### src/rtl/led_pattern_ctrl.sv
// Multi-channel LED pattern generator: per-channel OFF/ON/PWM/ONESHOT on a shared prescaled tick.
// Optional LED_PATTERN_SHADOW_EN buffers PWM duty/period writes until the channel's next phase wrap.
module led_pattern_ctrl #(
  parameter int NR_CHANNELS = 3,
  parameter int PRESCALE    = 1000000,
  parameter int PERIOD_BITS = 8,
  parameter int ADDR_BITS   = 4
) (
  input  logic                       clk,
  input  logic                       reset,
  input  logic                       cfg_wr,
  input  logic                       cfg_rd,
  input  logic [ADDR_BITS-1:0]       cfg_addr,
  input  logic [2*PERIOD_BITS+1:0]   cfg_wdata,
  output logic [2*PERIOD_BITS+1:0]   cfg_rdata,
  output logic                       cfg_rvalid,
  input  logic                       restart,
  output logic                       tick,
  output logic [NR_CHANNELS-1:0]     led_out,
  output logic [NR_CHANNELS-1:0]     led_oe,
  output logic [NR_CHANNELS-1:0]     oneshot_done
);

  localparam int CNT_W = $clog2(PRESCALE);
  localparam logic [CNT_W-1:0] CNT_LAST = CNT_W'(PRESCALE - 1);
  localparam int CFG_W = 2 + 2 * PERIOD_BITS;

  typedef enum logic [1:0] {
    MODE_OFF     = 2'd0,
    MODE_ON      = 2'd1,
    MODE_PWM     = 2'd2,
    MODE_ONESHOT = 2'd3
  } mode_e;

  logic [CNT_W-1:0]       cnt_q, cnt_d;
  logic                   tick_q, tick_d;
  mode_e                  mode_q   [NR_CHANNELS];
  mode_e                  mode_d   [NR_CHANNELS];
  logic [PERIOD_BITS-1:0] duty_q   [NR_CHANNELS];
  logic [PERIOD_BITS-1:0] duty_d   [NR_CHANNELS];
  logic [PERIOD_BITS-1:0] period_q [NR_CHANNELS];
  logic [PERIOD_BITS-1:0] period_d [NR_CHANNELS];
  logic [PERIOD_BITS-1:0] phase_q  [NR_CHANNELS];
  logic [PERIOD_BITS-1:0] phase_d  [NR_CHANNELS];
`ifdef LED_PATTERN_SHADOW_EN
  logic [PERIOD_BITS-1:0] sduty_q   [NR_CHANNELS];
  logic [PERIOD_BITS-1:0] sduty_d   [NR_CHANNELS];
  logic [PERIOD_BITS-1:0] speriod_q [NR_CHANNELS];
  logic [PERIOD_BITS-1:0] speriod_d [NR_CHANNELS];
  logic [NR_CHANNELS-1:0] pend_q, pend_d;
`endif
  logic [NR_CHANNELS-1:0] out_q, out_d, oe_q, oe_d, done_q, done_d;
  logic [NR_CHANNELS-1:0] wr_hit, wrap;
  logic [CFG_W-1:0]       rdata_q, rdata_d;
  logic                   rvalid_q, rvalid_d;
  mode_e                  wr_mode;
  logic [PERIOD_BITS-1:0] wr_duty, wr_period;

  assign wr_mode   = mode_e'(cfg_wdata[1:0]);
  assign wr_duty   = cfg_wdata[PERIOD_BITS+1:2];
  assign wr_period = cfg_wdata[2*PERIOD_BITS+1:PERIOD_BITS+2];

  // restart suppresses both the tick pulse and any phase advance, so a shot restarts cleanly
  always_comb begin
    cnt_d  = cnt_q;
    tick_d = 1'b0;
    if (restart) begin
      cnt_d = '0;
    end else if (cnt_q == CNT_LAST) begin
      cnt_d  = '0;
      tick_d = 1'b1;
    end else begin
      cnt_d = cnt_q + 1'b1;
    end
  end

  always_comb begin
    wr_hit = '0;
    wrap   = '0;
    for (int i = 0; i < NR_CHANNELS; i++) begin
      wr_hit[i] = cfg_wr && (cfg_addr == ADDR_BITS'(i));
      wrap[i]   = tick_q && !restart && (phase_q[i] == period_q[i]);
    end
  end

  always_comb begin
    out_d  = '0;
    oe_d   = '0;
    done_d = '0;
`ifdef LED_PATTERN_SHADOW_EN
    pend_d = pend_q;
`endif
    for (int i = 0; i < NR_CHANNELS; i++) begin
      mode_d[i]   = mode_q[i];
      duty_d[i]   = duty_q[i];
      period_d[i] = period_q[i];
      phase_d[i]  = phase_q[i];
`ifdef LED_PATTERN_SHADOW_EN
      sduty_d[i]   = sduty_q[i];
      speriod_d[i] = speriod_q[i];
`endif
      if (tick_q && !restart)
        phase_d[i] = wrap[i] ? '0 : phase_q[i] + 1'b1;
      if (wrap[i] && mode_q[i] == MODE_ONESHOT && !wr_hit[i]) begin
        mode_d[i] = MODE_OFF;
        done_d[i] = 1'b1;
      end
`ifdef LED_PATTERN_SHADOW_EN
      if (wrap[i] && pend_q[i]) begin
        duty_d[i]   = sduty_q[i];
        period_d[i] = speriod_q[i];
        pend_d[i]   = 1'b0;
      end
`endif
      if (restart)
        phase_d[i] = '0;
      if (wr_hit[i]) begin
`ifdef LED_PATTERN_SHADOW_EN
        if (mode_q[i] == MODE_PWM) begin
          mode_d[i]    = wr_mode;
          sduty_d[i]   = wr_duty;
          speriod_d[i] = wr_period;
          pend_d[i]    = 1'b1;
        end else begin
          mode_d[i]   = wr_mode;
          duty_d[i]   = wr_duty;
          period_d[i] = wr_period;
          phase_d[i]  = '0;
          pend_d[i]   = 1'b0;
        end
`else
        mode_d[i]   = wr_mode;
        duty_d[i]   = wr_duty;
        period_d[i] = wr_period;
        phase_d[i]  = '0;
`endif
      end
      case (mode_q[i])
        MODE_ON: begin
          oe_d[i]  = 1'b1;
          out_d[i] = 1'b1;
        end
        MODE_PWM, MODE_ONESHOT: begin
          oe_d[i]  = 1'b1;
          out_d[i] = (phase_q[i] < duty_q[i]);
        end
        default: ;
      endcase
    end
  end

  // Read handshake: cfg_rd is a one-cycle request with no backpressure; cfg_rvalid pulses
  // exactly one cycle later alongside cfg_rdata, which then holds until the next read.
  always_comb begin
    rvalid_d = cfg_rd;
    rdata_d  = rdata_q;
    if (cfg_rd) begin
      rdata_d = '0;
      for (int i = 0; i < NR_CHANNELS; i++)
        if (cfg_addr == ADDR_BITS'(i))
          rdata_d = {phase_q[i], duty_q[i], mode_q[i]};
    end
  end

  always_ff @(posedge clk) begin
    if (reset) begin
      cnt_q    <= '0;
      tick_q   <= 1'b0;
      out_q    <= '0;
      oe_q     <= '0;
      done_q   <= '0;
      rdata_q  <= '0;
      rvalid_q <= 1'b0;
      for (int i = 0; i < NR_CHANNELS; i++) begin
        mode_q[i]   <= MODE_OFF;
        duty_q[i]   <= '0;
        period_q[i] <= '0;
        phase_q[i]  <= '0;
`ifdef LED_PATTERN_SHADOW_EN
        sduty_q[i]   <= '0;
        speriod_q[i] <= '0;
`endif
      end
`ifdef LED_PATTERN_SHADOW_EN
      pend_q <= '0;
`endif
    end else begin
      cnt_q    <= cnt_d;
      tick_q   <= tick_d;
      out_q    <= out_d;
      oe_q     <= oe_d;
      done_q   <= done_d;
      rdata_q  <= rdata_d;
      rvalid_q <= rvalid_d;
      for (int i = 0; i < NR_CHANNELS; i++) begin
        mode_q[i]   <= mode_d[i];
        duty_q[i]   <= duty_d[i];
        period_q[i] <= period_d[i];
        phase_q[i]  <= phase_d[i];
`ifdef LED_PATTERN_SHADOW_EN
        sduty_q[i]   <= sduty_d[i];
        speriod_q[i] <= speriod_d[i];
`endif
      end
`ifdef LED_PATTERN_SHADOW_EN
      pend_q <= pend_d;
`endif
    end
  end

  assign tick         = tick_q;
  assign led_out      = out_q;
  assign led_oe       = oe_q;
  assign oneshot_done = done_q;
  assign cfg_rdata    = rdata_q;
  assign cfg_rvalid   = rvalid_q;

endmodule

### config.mk
export PLATFORM = sky130hd
export DESIGN_NAME = led_pattern_ctrl
export DESIGN_NICKNAME = d
export VERILOG_FILES = /design/src/rtl/led_pattern_ctrl.sv
export SDC_FILE = /design/constraint.sdc
export NUM_CORES = 1
export LEC_CHECK = 0
export ABC_CLOCK_PERIOD_IN_PS = 1860
export CORE_MARGIN = 2
export CORE_UTILIZATION = 55
export DETAILED_ROUTE_END_ITERATION = 7
export PLACE_DENSITY = 0.8
export SETUP_SLACK_MARGIN = 0.15
export SLEW_MARGIN = 15
export SYNTH_ARGS = -nofsm -noshare
export SYNTH_HDL_FRONTEND = slang
export SYNTH_SLANG_ARGS = --single-unit
### constraint.sdc
create_clock -name clk -period 1.86 [get_ports clk]
set_input_delay 0.186 -clock clk [delete_from_list [all_inputs] [get_ports clk]]
set_output_delay 0.186 -clock clk [all_outputs]
set_load 0.005 [all_outputs]
==> reports/results.ini, run 1 <==
[detailed_routing]
dr.pass1.iters = 5
final_antenna_net_count = 0
dr.first_iter.drc_count = 530
wl_per_cell_um = 16.25
drc = 0
routed_wl_um = 15800
num_vias = 5491
routed_via_density = 5.649

[yosys]
yosys.area_share.xor_xnor_pct = 8.790
synth_compound_gate_area_share_pct = 13.31
yosys.area_share.adder_pct = 5.232
synth.lib_cells_used.distinct = 36
synth_flop_cell = dfxtp_1
syn-num-nets = 791
post_synth_inst_count = 739
synth-seq-cells = 127
synthesis.yosys.warnings = 0
synth_area_um2 = 5978
synth_edf_count = 0
syn_area_per_cell_um2 = 8.090
synth.area.mux_share_pct = 0
asyncSetResetFlopFracSynth_pct = 0
ys_seq_area_share_pct = 42.53
synth_simple_gate_area_share_pct = 25.37
synth_top_family_by_area = simple AND/OR/NAND/NOR gates

[placement]
placedInstanceArea_um2 = 6924
dp.cells = 941
place.gp.congestion = 1.041
hpwl_um = 11260
port_buffers = 55

[floorplanning]
rows = 38
die-area_um2 = 11720
pin_count = 56
die_w_um = 108.3
core_area_um2 = 10700
die_h_um = 108.3
initial_core_util_pct = 55.88

[cells_and_area]
stdcell_count = 972
drive_gt1_share_pct = 11.90
final_nets = 872
areaGrowthSynthToFinish_pct = 26.81
total_non_filler_cell_area_in_the_finished_layout_um2 = 7581
antennaDiodeCount = 0

[timing]
fmax_ghz = 0.5972
maxSlewHeadroom_pct = 71.23
report.final.hold_viol_count = 0
setup-violations-final = 0
timing.clock.skew_ns = 0.007003
slew_violations = 0
final_cycle_share_pct = 90.03
timing.final.crit_period_ns = 1.675
tightestPinTransition_ns = 0.4283
unrepaired_setup_endpoints_after_global_routing = false

[setup_path]
critPathRequiredTime_ns = 2.26
cp_bufs_invs = 0
timing.setup.critical_path_class = reg2reg
timing.critical_path.to_type = flop
critPathTopFamily = simple AND/OR/NAND/NOR gates
timing.critical_path.cells = xnor2_1 -> nand3_1 -> nor4_4 -> nand2_1 -> nor4b_2
worstPathMaxFanout = 3
critical_path_startpoint_category = flop
cpPeakStageDelay_ns = 0.46
timing.critical_path.arrival_ns = 2.08
cpMaxStageDelayCell = dfxtp_1

[cts]
clk-insertion-delay-late_ns = 0.53
cts-hold-fix-buffers = 0
clock-root-buffer = clkbuf_8
worst_setup_hold_path_clk_slew_ns = 0.06
cts.sink_count = 127
tritoncts = built
cts-buffers-inserted = 17
clock_path_buffers = 2
ctsHtreeMaxLevel = 4

[flow_run]
maxCapViolations = 0

[global_route]
grt_util_met1_pct = 34.60
grt_antenna_before_repair = 0
grt_use_total_pct = 28.76
wire_length_of_the_first_global_routing_pass_um = 26070
global_route.peak_usage_layer = met2
grt_pass1_vias = 5460
globalRouteMet3Util_pct = 5.425
globalRouteOverflowTotal = 0
grt_max_degree = 81
use_met2_pct = 49.19

[status]
run_status = completed

[power_and_ir_drop]
leakagePower_nw = 2.682
ir_drop_v = 0.0005170
powerDensity_nw_per_um2 = 856.1

[hold_path]
holdCritPathClass = in2reg

## layout by cell type (no fill, tap or decap), drive strengths merged, types with 3 or more instances in the layout
| cell | n |
|---|---|
| a211oi | 6 |
| a21o | 9 |
| a21oi | 81 |
| and3 | 5 |
| and4 | 5 |
| buf | 51 |
| bufinv | 4 |
| clkbuf | 20 |
| clkdlybuf4s50 | 54 |
| clkinv | 5 |
| dfxtp | 127 |
| ha | 25 |
| inv | 22 |
| nand2 | 150 |
| nand2b | 25 |
| nand3 | 19 |
| nand4 | 18 |
| nor2 | 66 |
| nor2b | 5 |
| nor3 | 3 |
| nor4 | 4 |
| nor4b | 5 |
| o211ai | 18 |
| o21ai | 24 |
| o31ai | 3 |
| or3 | 8 |
| or3b | 3 |
| xnor2 | 25 |
| xor2 | 35 |
## area by class of cell
type                    count  area [µm²]
clock inverters            11       163.9
fillers                   789        3117
multi-input cells         547        3203
well taps                 140       175.2
repair buffers            105       962.2
inverters                  22       82.58
clock buffers              20       445.4
flip-flops and latches    127        2549
## synth_stat cells, drive strengths merged (6+ instances only)
library cell	n	area, µm²
nand2	150	563.0
dfxtp	127	2542
a21oi	81	405.4
nor2	66	247.7
xor2	35	306.5
ha	25	312.8
nand2b	25	156.4
xnor2	25	219.0
o21ai	24	120.1
buf	22	122.6
inv	22	82.58
clkbuf	21	80.07
nand3	19	95.09
nand4	18	112.6
o211ai	18	135.1
a21o	9	67.56
or3	8	50.05
a211oi	6	45.04
## report_power, final
part           switching [mW]  internal, mW
sequential             0.0189          2.75
clock                    1.18          2.23
combinational           0.173         0.144
## per-layer routing
metal  routed length, µm  vias up  share of wire, %
met5                   0        -                 0
met4                 543        0               3.4
met3                1051       48               6.7
met1                6439     2554                41
li1                    -     2658                 -
met2                7761      231                49
## repair_timing
item | CTS | global route
resized for setup | 1 | 11
setup buffers | 0 | 0
pin swaps | 0 | 0
endpoints found under the hold margin | 0 | 0
endpoints found under the setup margin | 1 | 30
## through the flow
stage | hold slack (ns) | worst slack, ns | power, mW | setup TNS, ns | util, %
after global routing | 0.1187 | 0.1335 | 6.671 | 0 | 70.87
after CTS | 0.1112 | 0.1719 | 6.505 | 0 | 70.48
after global placement | 0.4531 | -0.1408 | 3.123 | -7.299 | 64.73
after detailed placement | 0.4596 | -0.2065 | 3.131 | -11.20 | 64.73
final | 0.1097 | 0.1855 | 6.490 | 0 | 70.87
after floorplan | 0.3220 | 0.2420 | 2.971 | 0 | -
## cells by family after synthesis
logic type,Yosys count
AND/OR/NAND/NOR,321
AO/OA/AOI/OAI,141
flip-flops,127
buffers and inverters,65
XOR/XNOR,60
adder cells (fa/ha/maj),25
## worst paths after layout
kind | startpoint | endpoint | slack, ns | cells after the start
hold reg to reg | period_q[0][0] | period_q[0][0] | 0.47 | 2
setup / recovery | phase_q[0][1] | oneshot_done[0] | 0.19 | 5
hold / removal | reset | phase_q[0][8] | 0.11 | 3
setup reg to reg | phase_q[0][1] | oneshot_done[0] | 0.19 | 5
## registers in the layout, indices dropped and copies added (netlist names)
register      flops
led_oe            3
cnt_q            20
led_out           3
cfg_rdata        18
tick              1
duty_q           24
period_q         24
phase_q          24
oneshot_done      3
mode_q            6
cfg_rvalid        1
## worst min-delay path, cell delays in order
cell	delay, ns
buf_2	0.11
or2_2	0.21
a211oi_1	0.07
Note: power is estimated with default switching activity, not from simulation.
==> inputs of run 2 (changes only) <==
CORE_UTILIZATION = 40   (was 55)
CTS_CLUSTER_DIAMETER = 30   (was not set)
PLACE_DENSITY = 0.62   (was 0.8)
==> run 2 against run 1 <==
Compared with the run above: clock skew up 0.0011 ns; clock-buffer cell count up 1; die area up 36%; critical path type is now in2reg; largest power group unchanged; highest routed layer unchanged.
==> reports/results.ini, run 2 (synthesis results as in run 1) <==
[setup_path]
worstPathMaxFanout = 18
cp-startpoint = cfg_addr[3]
critPathRequiredTime_ns = 2.15
timing.critical_path.arrival_ns = 1.97
timing.reg2reg.worst_path_depth = 6
rr_startpoint = phase_q[0][5]
timing.critical_path.to_type = flop
timing.setup.critical_path_class = in2reg
critical_path_startpoint_category = input port

[cts]
clock_path_buffers = 2
cts.sink_count = 127
clock-root-buffer = clkbuf_16
cts-buffers-inserted = 17
clk-insertion-delay-late_ns = 0.42
worst_setup_hold_path_clk_slew_ns = 0.05
cts_setup_buffers = 0
ctsHtreeMaxLevel = 4
tritoncts = built

[cells_and_area]
drive_gt1_share_pct = 12.96
commonest_non_fill_non_tap_cells_in_the_layout = nand2_1 (150), dfxtp_1 (126), a21oi_1 (81)
final_nets = 892
final_core_util_pct = 53.18
final.fill_count = 1376
total_non_filler_cell_area_in_the_finished_layout_um2 = 7759
layout_commonest_cell = nand2_1
areaGrowthSynthToFinish_pct = 29.78
antennaDiodeCount = 0
top_regs = duty_q x24, period_q x24, phase_q x24

[floorplanning]
rows = 44
die_h_um = 126.3
die_w_um = 126.3
initial_core_util_pct = 40.98
core_area_um2 = 14590
die-area_um2 = 15940
pin_count = 56

[timing]
setup_total_negative_slack_ns = 0
timing.final.crit_period_ns = 1.675
tightestPinTransition_ns = 0.4731
setup-violations-final = 0
final_cycle_share_pct = 90.08
unrepaired_setup_endpoints_after_global_routing = true
slew_violations = 0
hold_ws_ns = 0.2059
fmax_ghz = 0.5968
setup_slack_ns = 0.1845
timing.clock.skew_ns = 0.008107
report.final.hold_viol_count = 0
maxSlewHeadroom_pct = 68.22

[detailed_routing]
routed_wl_um = 16280
drc = 0
routed_via_density = 5.180
final_antenna_net_count = 0
dr.first_iter.drc_count = 380
dr.pass1.iters = 4
num_vias = 5351
wl_per_cell_um = 15.76

[placement]
place.gp.congestion = 0.8733
port_buffers = 55
placedInstanceArea_um2 = 7142
place_worst_setup_slack_ns = -0.2385
hpwl_um = 12270

[global_route]
grt_pass1_vias = 5169
wire_length_of_the_first_global_routing_pass_um = 26520
grt_use_total_pct = 21.14
grt_antenna_before_repair = 0
globalRouteOverflowTotal = 0
grt_max_degree = 81

[hold_path]
timing.hold.worst_path_depth = 3
holdCritPathClass = in2reg
hold_wc_startpoint = reset

[power_and_ir_drop]
powerDensity_nw_per_um2 = 826.4
leakagePower_nw = 2.796
ir_drop_v = 0.0006114

[flow_run]
maxCapViolations = 0

[status]
run_status = completed

==> run 2: final timing paths <==
kind,slack (ns),end
worst max-delay path,0.18,mode_q[0][5]
worst min-delay path,0.21,cnt_q[2]
worst max register to register,0.24,oneshot_done[0]
worst min register to register,0.47,cfg_rdata[15]
==> run 2: cell type report <==
| class | count | area [µm²] | area share [%] |
|---|---|---|---|
| sequential | 127 | 2544 | 32.79 |
| clock inverter | 7 | 112.6 | 1.451 |
| tap | 184 | 230.2 | 2.967 |
| clock buffer | 21 | 470.5 | 6.064 |
| timing repair buffer | 125 | 1127 | 14.53 |
| inverter | 22 | 82.58 | 1.064 |
| multi-input combinational | 547 | 3192 | 41.14 |
==> run 2: metrics by stage <==
step                instances  power [mW]
floorplan                 739       2.971
global placement         1005       3.145
detailed placement       1005       3.151
CTS                      1033       6.462
global route             1033       6.623
finish                   1033       6.412
==> run 2: metal layers <==
layer	GRT usage (%)	vias to the layer above	wire length, µm
met4	7.563	0	280
met2	33.65	123	7479
li1	-	2688	-
met5	0	-	0
met1	28.60	2521	7743
met3	4.206	19	779
==> run 2: what timing repair did <==
item,CTS,global route
hold buffers,0,0
resized for setup,0,8
setup endpoints to repair,0,45
==> run 2: critical path, cell delays in order <==
cell             delay, ns
clkdlybuf4s50_1       0.50
or3b_4                0.46
or3b_1                0.42
buf_6                 0.18
nand2_1               0.07
a21o_1                0.08
a21oi_1               0.05
==> run 2: report_power, final <==
group	internal, mW	switching, mW	total (mW)
clock network	2.17	1.14	3.31
registers	2.75	0.0191	2.77
logic	0.153	0.179	0.332
==> inputs of run 3 (changes only) <==
ABC_AREA = 1   (was not set)
==> run 3 against run 2 <==
Compared with the run above: sequential share of layout area barely moved; global-route usage rose by 0.10 points; non-clock buffer count fell by 45; routed wire length rose by 5.2%; area after synthesis rose by 4.4%; worst hold slack improved by 0.16 ns; core utilization fell by 2.2 points; clock skew rose by 0.0024 ns; final cell count rose by 8.6%; synthesized cell count rose by 15%; worst setup slack improved by 0.12 ns; critical path type is now reg2reg; highest routed layer unchanged.
==> reports/results.ini, run 3 <==
[setup_path]
timing.critical_path.to_type = flop
timing.critical_path.cells = inv_1 -> nor3_1 -> nand4_1 -> nor2_2 -> nand3_1 -> nand3_1 -> nor2_1
cpMaxStageDelayCell = dfxtp_1
worstPathMaxFanout = 6
timing.setup.critical_path_class = reg2reg
critPathRequiredTime_ns = 2.17
worst_path_most_repeated_cell = nand3_1
rr_startpoint = phase_q[0][8]
critical_path_startpoint_category = flop
cp-startpoint = phase_q[0][8]
timing.critical_path.arrival_ns = 1.87
cpPeakStageDelay_ns = 0.43

[placement]
dp.cells = 1092
place_worst_setup_slack_ns = 0.04818
place.gp.congestion = 0.8926
placedInstanceArea_um2 = 7127
port_buffers = 55
hpwl_um = 12810

[yosys]
ys_seq_area_share_pct = 40.75
synthesis.yosys.warnings = 0
synth_common_cells = dfxtp_1 (127), nand2_1 (127), nor2_1 (115)
top_cells_by_area_synth = dfxtp_1 (41%), nand2_1 (7.6%), a21oi_1 (7.0%)
syn_area_per_cell_um2 = 7.339
synth.lib_cells_used.distinct = 41
synth-seq-cells = 127
synth_edf_count = 0
synth_largest_area_cell = dfxtp_1
post-synth-top-area-fraction_pct = 40.75
post_synth_inst_count = 850
synth_flop_cell = dfxtp_1
syn-num-nets = 902
synth_area_um2 = 6238
asyncSetResetFlopFracSynth_pct = 0

[global_route]
grt_max_degree = 57
grt_pass1_vias = 5157
globalRouteMet3Util_pct = 5.364
use_met2_pct = 31.59
globalRouteOverflowTotal = 0
grt_use_total_pct = 21.24
wire_length_of_the_first_global_routing_pass_um = 27010
grt_antenna_before_repair = 0
grt_util_met1_pct = 30.41
global_route.peak_usage_layer = met2

[cts]
clk-insertion-delay-late_ns = 0.42
cts-buffers-inserted = 17
worst_setup_hold_path_clk_slew_ns = 0.05
clock_path_buffers = 2
ctsHtreeMaxLevel = 4
clock-root-buffer = clkbuf_16
cts-hold-fix-buffers = 0
cts.sink_count = 127
tritoncts = built
cts_setup_buffers = 0

[cells_and_area]
stdcell_count = 1122
final_nets = 975
commonest_non_fill_non_tap_cells_in_the_layout = nand2_1 (127), dfxtp_1 (127), nor2_1 (114)
areaGrowthSynthToFinish_pct = 24.19
antennaDiodeCount = 0
total_non_filler_cell_area_in_the_finished_layout_um2 = 7747
top_regs = duty_q x24, period_q x24, phase_q x24
drive_gt1_share_pct = 9.743
area.sequential_um2 = 2542
final.fill_count = 1495
multi_input_area_um2 = 3114

[timing]
unrepaired_setup_endpoints_after_global_routing = false
slew_violations = 0
timing.clock.skew_ns = 0.01055
setup_slack_ns = 0.3041
report.final.hold_viol_count = 0
setup_total_negative_slack_ns = 0
maxSlewHeadroom_pct = 73.16
tightestPinTransition_ns = 0.4021
fmax_ghz = 0.6427
timing.final.crit_period_ns = 1.556
setup-violations-final = 0
hold_ws_ns = 0.3705
final_cycle_share_pct = 83.65

[floorplanning]
pin_count = 56
initial_core_util_pct = 41.04
die_w_um = 128.9
core_area_um2 = 15200
rows = 45
die-area_um2 = 16610
die_h_um = 128.9

[detailed_routing]
num_vias = 5745
dr.first_iter.drc_count = 398
routed_via_density = 5.120
final_antenna_net_count = 0
drc = 0
routed_wl_um = 17140
dr.pass1.iters = 5
wl_per_cell_um = 15.27

[status]
run_status = completed

[power_and_ir_drop]
leakagePower_nw = 2.988
ir_drop_v = 0.0005895
powerDensity_nw_per_um2 = 864.5

[flow_run]
maxCapViolations = 0

[hold_path]
hold_wc_startpoint = restart
holdCritPathClass = in2reg

-- run 3: layout make-up --
| class | count | share of cell area (%) |
|---|---|---|
| Multi-Input combinational cell | 584 | 40.20 |
| Sequential cell | 127 | 32.82 |
| Timing Repair Buffer | 80 | 10.50 |
| Clock buffer | 26 | 6.702 |
| Inverter | 113 | 5.475 |
| Tap cell | 188 | 3.036 |
| Clock inverter | 4 | 1.276 |
-- run 3: power by group --
part,internal [mW],switching (mW)
Clock,2.31,1.17
Combinational,0.183,0.237
Sequential,2.77,0.0239
Total,5.26,1.43
-- run 3: path summary, 6_finish.rpt --
path / endpoint / cells after the start / slack, ns
setup / recovery: phase_q[0][15] / 7 / 0.30
hold reg to reg: cnt_q[0] / 1 / 0.45
hold / removal: tick / 2 / 0.37
setup reg to reg: phase_q[0][15] / 7 / 0.30
-- run 3: per-layer routing --
| metal | share of wire (%) | vias up |
|---|---|---|
| met5 | 0 | - |
| met2 | 43 | 151 |
| met1 | 50 | 2636 |
| li1 | - | 2933 |
| met3 | 5.7 | 25 |
| met4 | 1.7 | 0 |
-- run 3: stage by stage --
step | utilization, % | power [mW]
2_1_floorplan | - | 3.052
4_1_cts | 50.95 | 6.743
5_1_grt | 50.96 | 6.917
3_3_place_gp | 46.88 | 3.265
3_5_place_dp | 46.88 | 3.268
6_report | 50.96 | 6.698
-- run 3: repair_timing --
| action | CTS | global route |
|---|---|---|
| endpoints found under the setup margin | 0 | 1 |
| hold endpoints to repair | 0 | 0 |
| resized for setup | 0 | 1 |
-- run 3: critical path, delay by kind of cell (launching register included) --
family,cells,cell delay [ns]
buffers and inverters,1,0.11
DFF,1,0.43
and+or+nand+nor,6,0.90
-- run 3: kinds of logic (layout without fill, tap and decap cells) --
logic type                 after synthesis  in the layout  share of synthesized area [%]
buffers and inverters                  139            223                          9.366
adders and majority gates               25             25                          5.014
and+or+nand+nor                        345            345                          25.37
DFF                                    127            127                          40.75
AOI/OAI and AO/OA                      191            191                          16.27
xor gates and xnor gates                23             23                          3.229
